File: src/rtl/bombillo_multi.sv
// bombillo_multi: multi-channel grow-lamp controller.
// Each channel tracks the daily light minutes of one plant and turns a lamp
// on inside the plant's lamp window when natural light is missing.
// Optional feature: define HOLD_MIN_EN to keep a freshly lit lamp on for at
// least HOLD_MIN ticks even if the sun comes back.
module bombillo_multi #(
  parameter int unsigned NCANALES   = 4,
  parameter logic [15:0] LUX_ALTO   = 16'd20000,
  parameter logic [15:0] LUX_BAJO   = 16'd18000,
  parameter logic [9:0]  T_SUC      = 10'd0,
  parameter logic [9:0]  T_LAU      = 10'd240,
  parameter logic [9:0]  T_PAPA     = 10'd480,
  parameter int unsigned H_SOL_INI  = 8,
  parameter int unsigned H_SOL_FIN  = 17,
  parameter int unsigned H_LAU_INI  = 13,
  parameter int unsigned H_PAPA_INI = 9,
  parameter int unsigned H_LAMP_FIN = 17,
  parameter int unsigned HOLD_MIN   = 10
) (
  input  logic                     clk,
  input  logic                     rst,
  input  logic                     tick_min,
  input  logic [4:0]               hora,
  input  logic [16*NCANALES-1:0]   luxes,
  input  logic [4*NCANALES-1:0]    tipoPlanta,
  input  logic [NCANALES-1:0]      MODluz,
  output logic [NCANALES-1:0]      prenderB,
  output logic [NCANALES-1:0]      completo
);

  typedef enum logic [1:0] {
    ESPERA   = 2'd0,
    SOL      = 2'd1,
    LAMPARA  = 2'd2,
    COMPLETO = 2'd3
  } estado_t;

  localparam logic [4:0] SOL_INI  = 5'(H_SOL_INI);
  localparam logic [4:0] SOL_FIN  = 5'(H_SOL_FIN);
  localparam logic [4:0] LAU_INI  = 5'(H_LAU_INI);
  localparam logic [4:0] PAPA_INI = 5'(H_PAPA_INI);
  localparam logic [4:0] LAMP_FIN = 5'(H_LAMP_FIN);
  localparam logic [9:0] CNT_MAX  = 10'h3FF;

  logic [4:0] prev_hora;
  logic       hora_ok;
  logic       in_sun_win;
  logic       day_reset;

  // Hours above 23 are garbage and fall outside every window.
  assign hora_ok    = (hora <= 5'd23);
  assign in_sun_win = hora_ok && (hora >= SOL_INI) && (hora < SOL_FIN);
  // Midnight is detected as the first tick at hour 0 after a non-zero hour.
  assign day_reset  = (hora == 5'd0) && (prev_hora != 5'd0);

  // Remember the hour seen on the previous tick for midnight detection.
  always_ff @(posedge clk or posedge rst) begin
    if (rst) begin
      prev_hora <= 5'd0;
    end else if (tick_min) begin
      prev_hora <= hora;
    end
  end

  for (genvar i = 0; i < NCANALES; i++) begin : g_ch
    logic [15:0] lux;
    logic [3:0]  tipo;
    logic        mod;
    logic        sun_q, sun_d;
    logic [9:0]  cnt_q, cnt_d;
    logic [9:0]  target;
    logic [4:0]  lamp_ini;
    logic        lamp_type;
    logic        in_lamp_win;
    logic        hold_ok;
    logic        credit;
    logic        lamp_q, done_q;
    estado_t     state_q, state_pre, state_d;

    assign lux  = luxes[16*i +: 16];
    assign tipo = tipoPlanta[4*i +: 4];
    assign mod  = MODluz[i];

    // Decode the plant type into its daily target and lamp window start.
    always_comb begin
      target    = 10'd0;
      lamp_ini  = 5'd0;
      lamp_type = 1'b0;
      case (tipo)
        4'd1: target = T_SUC;
        4'd2: begin
          target    = T_LAU;
          lamp_ini  = LAU_INI;
          lamp_type = 1'b1;
        end
        4'd3: begin
          target    = T_PAPA;
          lamp_ini  = PAPA_INI;
          lamp_type = 1'b1;
        end
        default: target = 10'd0;
      endcase
    end

    assign in_lamp_win = lamp_type && hora_ok && (hora >= lamp_ini) && (hora < LAMP_FIN);

    // Sun detector with hysteresis so readings near the threshold do not chatter.
    always_comb begin
      sun_d = sun_q;
      if (lux >= LUX_ALTO) begin
        sun_d = 1'b1;
      end else if (lux < LUX_BAJO) begin
        sun_d = 1'b0;
      end
    end

`ifdef HOLD_MIN_EN
    logic [9:0] hold_q;

    assign hold_ok = (hold_q <= 10'd1);

    // Count down the minimum on-time of a lamp that has just been lit.
    always_ff @(posedge clk or posedge rst) begin
      if (rst) begin
        hold_q <= 10'd0;
      end else if (tick_min) begin
        if (state_d != LAMPARA) begin
          hold_q <= 10'd0;
        end else if (state_q != LAMPARA) begin
          hold_q <= 10'(HOLD_MIN);
        end else if (hold_q != 10'd0) begin
          hold_q <= hold_q - 10'd1;
        end
      end
    end
`else
    assign hold_ok = 1'b1;
`endif

    // Next state and counter; a minute is credited when the coming minute
    // will be lit (sun in window or lamp chosen), and the target is checked
    // against the credited count so completion and lamp-off coincide.
    always_comb begin
      state_pre = state_q;
      case (state_q)
        ESPERA: begin
          if (sun_d && in_sun_win) begin
            state_pre = SOL;
          end else if (!sun_d && in_lamp_win && (cnt_q < target)) begin
            state_pre = LAMPARA;
          end
        end
        SOL: begin
          if (!sun_d && in_lamp_win && (cnt_q < target)) begin
            state_pre = LAMPARA;
          end else if (!in_sun_win) begin
            state_pre = ESPERA;
          end
        end
        LAMPARA: begin
          if (!in_lamp_win) begin
            state_pre = ESPERA;
          end else if (sun_d && hold_ok) begin
            state_pre = SOL;
          end
        end
        COMPLETO: begin
          if (cnt_q < target) begin
            state_pre = ESPERA;
          end
        end
        default: state_pre = ESPERA;
      endcase

      credit = mod && ((sun_d && in_sun_win) || (state_pre == LAMPARA));
      cnt_d  = cnt_q;
      if (credit && (cnt_q != CNT_MAX)) begin
        cnt_d = cnt_q + 10'd1;
      end

      state_d = state_pre;
      if (cnt_d >= target) begin
        state_d = COMPLETO;
      end
      if (!mod) begin
        state_d = ESPERA;
        cnt_d   = cnt_q;
      end
      if (day_reset) begin
        state_d = ESPERA;
        cnt_d   = 10'd0;
      end
    end

    // Register state, counter, sun flag and decoded outputs on minute ticks.
    always_ff @(posedge clk or posedge rst) begin
      if (rst) begin
        state_q <= ESPERA;
        cnt_q   <= 10'd0;
        sun_q   <= 1'b0;
        lamp_q  <= 1'b0;
        done_q  <= 1'b0;
      end else if (tick_min) begin
        state_q <= state_d;
        cnt_q   <= cnt_d;
        sun_q   <= sun_d;
        lamp_q  <= (state_d == LAMPARA);
        done_q  <= (state_d == COMPLETO);
      end
    end

    assign prenderB[i] = lamp_q;
    assign completo[i] = done_q;
  end

endmodule

File: config.mk
export PLATFORM = sky130hd
export DESIGN_NAME = bombillo_multi
export DESIGN_NICKNAME = d
export VERILOG_FILES = /design/src/rtl/bombillo_multi.sv
export SDC_FILE = /design/constraint.sdc
export NUM_CORES = 1
export LEC_CHECK = 0
export BUFFER_PORTS_ARGS = -buffer_cell sky130_fd_sc_hd__buf_2
export CORE_MARGIN = 10
export CORE_UTILIZATION = 40
export CTS_BUF_LIST = sky130_fd_sc_hd__clkbuf_2
export DETAILED_ROUTE_END_ITERATION = 12
export PLACE_DENSITY_LB_ADDON = 0.12
export SLEW_MARGIN = 20
export SYNTH_ARGS = -nofsm -noshare
export SYNTH_HDL_FRONTEND = slang
export SYNTH_SLANG_ARGS = --single-unit
File: constraint.sdc
create_clock -name clk -period 5.5 [get_ports clk]
set_clock_uncertainty 0.2 [all_clocks]
set_input_delay 1.1 -clock clk [delete_from_list [all_inputs] [get_ports clk]]
set_output_delay 1.1 -clock clk [all_outputs]
set_load 0.01 [all_outputs]
==> reports/results.ini <==
[synth]
async_flop_share_pct=100
synth_cell_types=76
seq_area_frac_synth_pct=27.7
ys.flop_type=dfrtp_1
synth-edff-count=0
synth_most_common_cell=dfrtp_1
ys_ff_latch=65
syn_nets=859
synthCells=715
synth_warnings=0
syn-mean-instance-area_um2=8.22
synthTopCellsByCount=dfrtp_1, o21ai_0, nand2_1
synth_area_leaders=dfrtp_1, ha_1, o21ai_0, nand2_1, nor2_1
syn-cell-area_um2=5880
yosys.area.top_type=dfrtp_1
synth_top_area_share_pct=27.7

[cells_and_area]
multi_input_area_um2=3970
drive_gt1_share_pct=19.3
nFillCells=1441
area_growth_pct=13.7
fin_util_pct=46.2
register_area_um2=1630
final_nets=951

[place]
gp_congestion=0.871
dpl.hpwl_um=12900
pre_cts_ws_ns=-0.118
port_buffers=83

[worst_setup_path]
crit_chain=buf_2 -> nor3b_2 -> inv_1 -> ha_1 -> a21o_1 -> a2111o_1 -> o22ai_1 -> nand4_1 -> a21oi_1 -> nand3_1 -> or3_1 -> xnor2_1 -> ha_1 -> a21o_1 -> a221o_1 -> nor3b_1 -> mux2i_1 -> a221oi_1 -> o21ai_0
slowest_stage=a2111o_1
cp_slowest_stage_delay_ns=0.40
critPathKind=in2reg
start_kind=input port
crit_fanout=4
critical_path_required_ns=5.73
crit_path_end_kind=flop
critPathArrivalTime_ns=5.28

[grt]
grt_max_degree=66
grt_pass1_vias=5726
grt_pass1_wl_um=27500
grt-ovfl-total=0
antenna_found_initial=2
gr-usage-all-layers_pct=16.4

[job]
timing.max_cap.violations=0

[die]
die_h_um=141
placementRows=44
die_w_um=141
start_util_pct=40.6
io_pins=100
core_region_area_um2=14500
die_area_um2=19900

[power_and_ir_drop]
ir_drop_mv=0.102
power_density_nw_per_um2=181
p_leak_uw=0.00294

[route]
drc=0
via_per_inst=5.78
ant_nets=0
route.met3.wl_um=993
firstDrtPassIters=7
drt_iter0_drc=308
top_layer_used=met5
wirelength_um=16700
drt-wirelength-per-cell_um=16.7
vias=5762
wl_met1_um=7500
wl_met2_um=8020

[clocking]
cts_sinks=65
clockRootBuffer=clkbuf_2
hold_buffers=0
cts_setup_buffers=0
clkLatencyLatePin_ns=0.56
ctsLongestPathBuffers=2
cts-buffers-inserted=9
cts_tree=yes
h-tree-depth=3
clk_pin_slew_worst_paths_ns=0.20
cts-resized-gates=0

[sta]
max_slew_margin_pct=41.8
final.period_utilization_pct=91.8
rsz0062_at_grt=false
hold_viol=0
worst_pin_slew_ns=0.873
drv_slew=0
setup_ws_ns=0.448
setup_viol=0
max_freq_mhz=198
period_minus_slack_ns=5.05

[outcome]
status=finished, final reports clean

[hold_path]
hold_class=reg2reg

==> layout by cell type (no fill, tap or decap), types with 6 or more instances in the layout <==
| master | instances |
|---|---|
| a31oi_1 | 12 |
| buf_4 | 31 |
| clkbuf_2 | 11 |
| ha_1 | 52 |
| a211oi_1 | 8 |
| a21oi_1 | 36 |
| xnor2_1 | 18 |
| and3_1 | 11 |
| inv_1 | 32 |
| nor2_1 | 56 |
| nor3_1 | 24 |
| o31ai_1 | 10 |
| a221oi_1 | 6 |
| or3_1 | 10 |
| nor4_1 | 9 |
| nand4_1 | 14 |
| mux2_2 | 7 |
| xor2_1 | 6 |
| a21o_1 | 12 |
| nand2_1 | 59 |
| and2_1 | 7 |
| nand3_1 | 31 |
| dfrtp_1 | 65 |
| buf_2 | 83 |
| nor2b_1 | 6 |
| o41ai_1 | 6 |
| a22o_1 | 7 |
| o21ai_0 | 64 |
==> metal layers <==
layer  global-route usage [%]  vias to the layer above
met5                        0                        -
met4                     3.48                        2
met3                     4.94                       12
met1                     20.0                     2724
li1                         -                     2894
met2                     27.8                      130
==> path summary, 6_finish.rpt <==
check / start / end / slack [ns] / cells after the start
hold reg to reg: g_ch[0].cnt_q[8] / g_ch[0].cnt_q[8] / 0.33 / 1
setup / recovery: tipoPlanta[3] / g_ch[0].state_q[1] / 0.45 / 19
max in group asynchronous: rst / g_ch[0].cnt_q[6] / 3.97 / 3
setup reg to reg: g_ch[0].cnt_q[7] / g_ch[0].state_q[1] / 0.88 / 16
hold / removal: g_ch[0].cnt_q[8] / g_ch[0].cnt_q[8] / 0.33 / 1
min in group asynchronous: rst / g_ch[3].sun_q / 0.57 / 3
==> sequential cells by signal, summed over array words and instances, names as in the netlist <==
signal and flops:
g_ch.sun_q 4, prev_hora 5, g_ch.cnt_q 40, g_ch.lamp_q 4, g_ch.done_q 4, g_ch.state_q 8
==> metrics by stage <==
step / std cells / setup TNS [ns] / total power [µW] / instance area, µm² / hold WS, ns
2_1_floorplan: 715 / 0 / 843 / 5880 / 0.253
3_3_place_gp: 980 / -0.101 / 955 / 6610 / 0.293
3_5_place_dp: 980 / -0.476 / 972 / 6610 / 0.297
4_1_cts: 996 / 0 / 1230 / 6680 / 0.328
5_1_grt: 996 / 0 / 1300 / 6680 / 0.345
6_report: 997 / 0 / 1210 / 6690 / 0.328
==> worst max-delay path, delay by kind of cell <==
family                     cells  cell delay [ns]
muxes                          1             0.17
and+or+nand+nor                5             1.07
xor gates and xnor gates       1             0.15
adders and majority gates      2             0.59
buffers and inverters          2             0.21
AOI/OAI and AO/OA              8             1.98
==> power by group <==
group / switching [µW] / internal (µW)
registers: 44.8 / 514
logic: 226 / 181
clock network: 186 / 58.2
total: 457 / 753
==> logic make-up (layout without fill, tap and decap cells) <==
kind of cell	count (synthesis)	after routing	share of synthesized area [%]
multiplexers	13	13	2.58
AO/OA/AOI/OAI	221	221	25.6
AND/OR/NAND/NOR	272	272	24.6
flip-flops	65	65	27.7
XOR/XNOR	24	24	3.58
buffers and inverters	68	165	4.92
other	0	1	0
adder cells (fa/ha/maj)	52	52	11.1
==> area by class of cell <==
type | count | share of cell area, %
Multi-Input combinational cell | 582 | 59.4
Sequential cell | 65 | 24.3
Timing Repair Buffer | 114 | 9.69
Tap cell | 184 | 3.44
Inverter | 35 | 1.97
Clock buffer | 11 | 0.824
Clock inverter | 5 | 0.337
Antenna cell | 1 | 0.0374
Note: power is estimated with default switching activity, not from simulation.
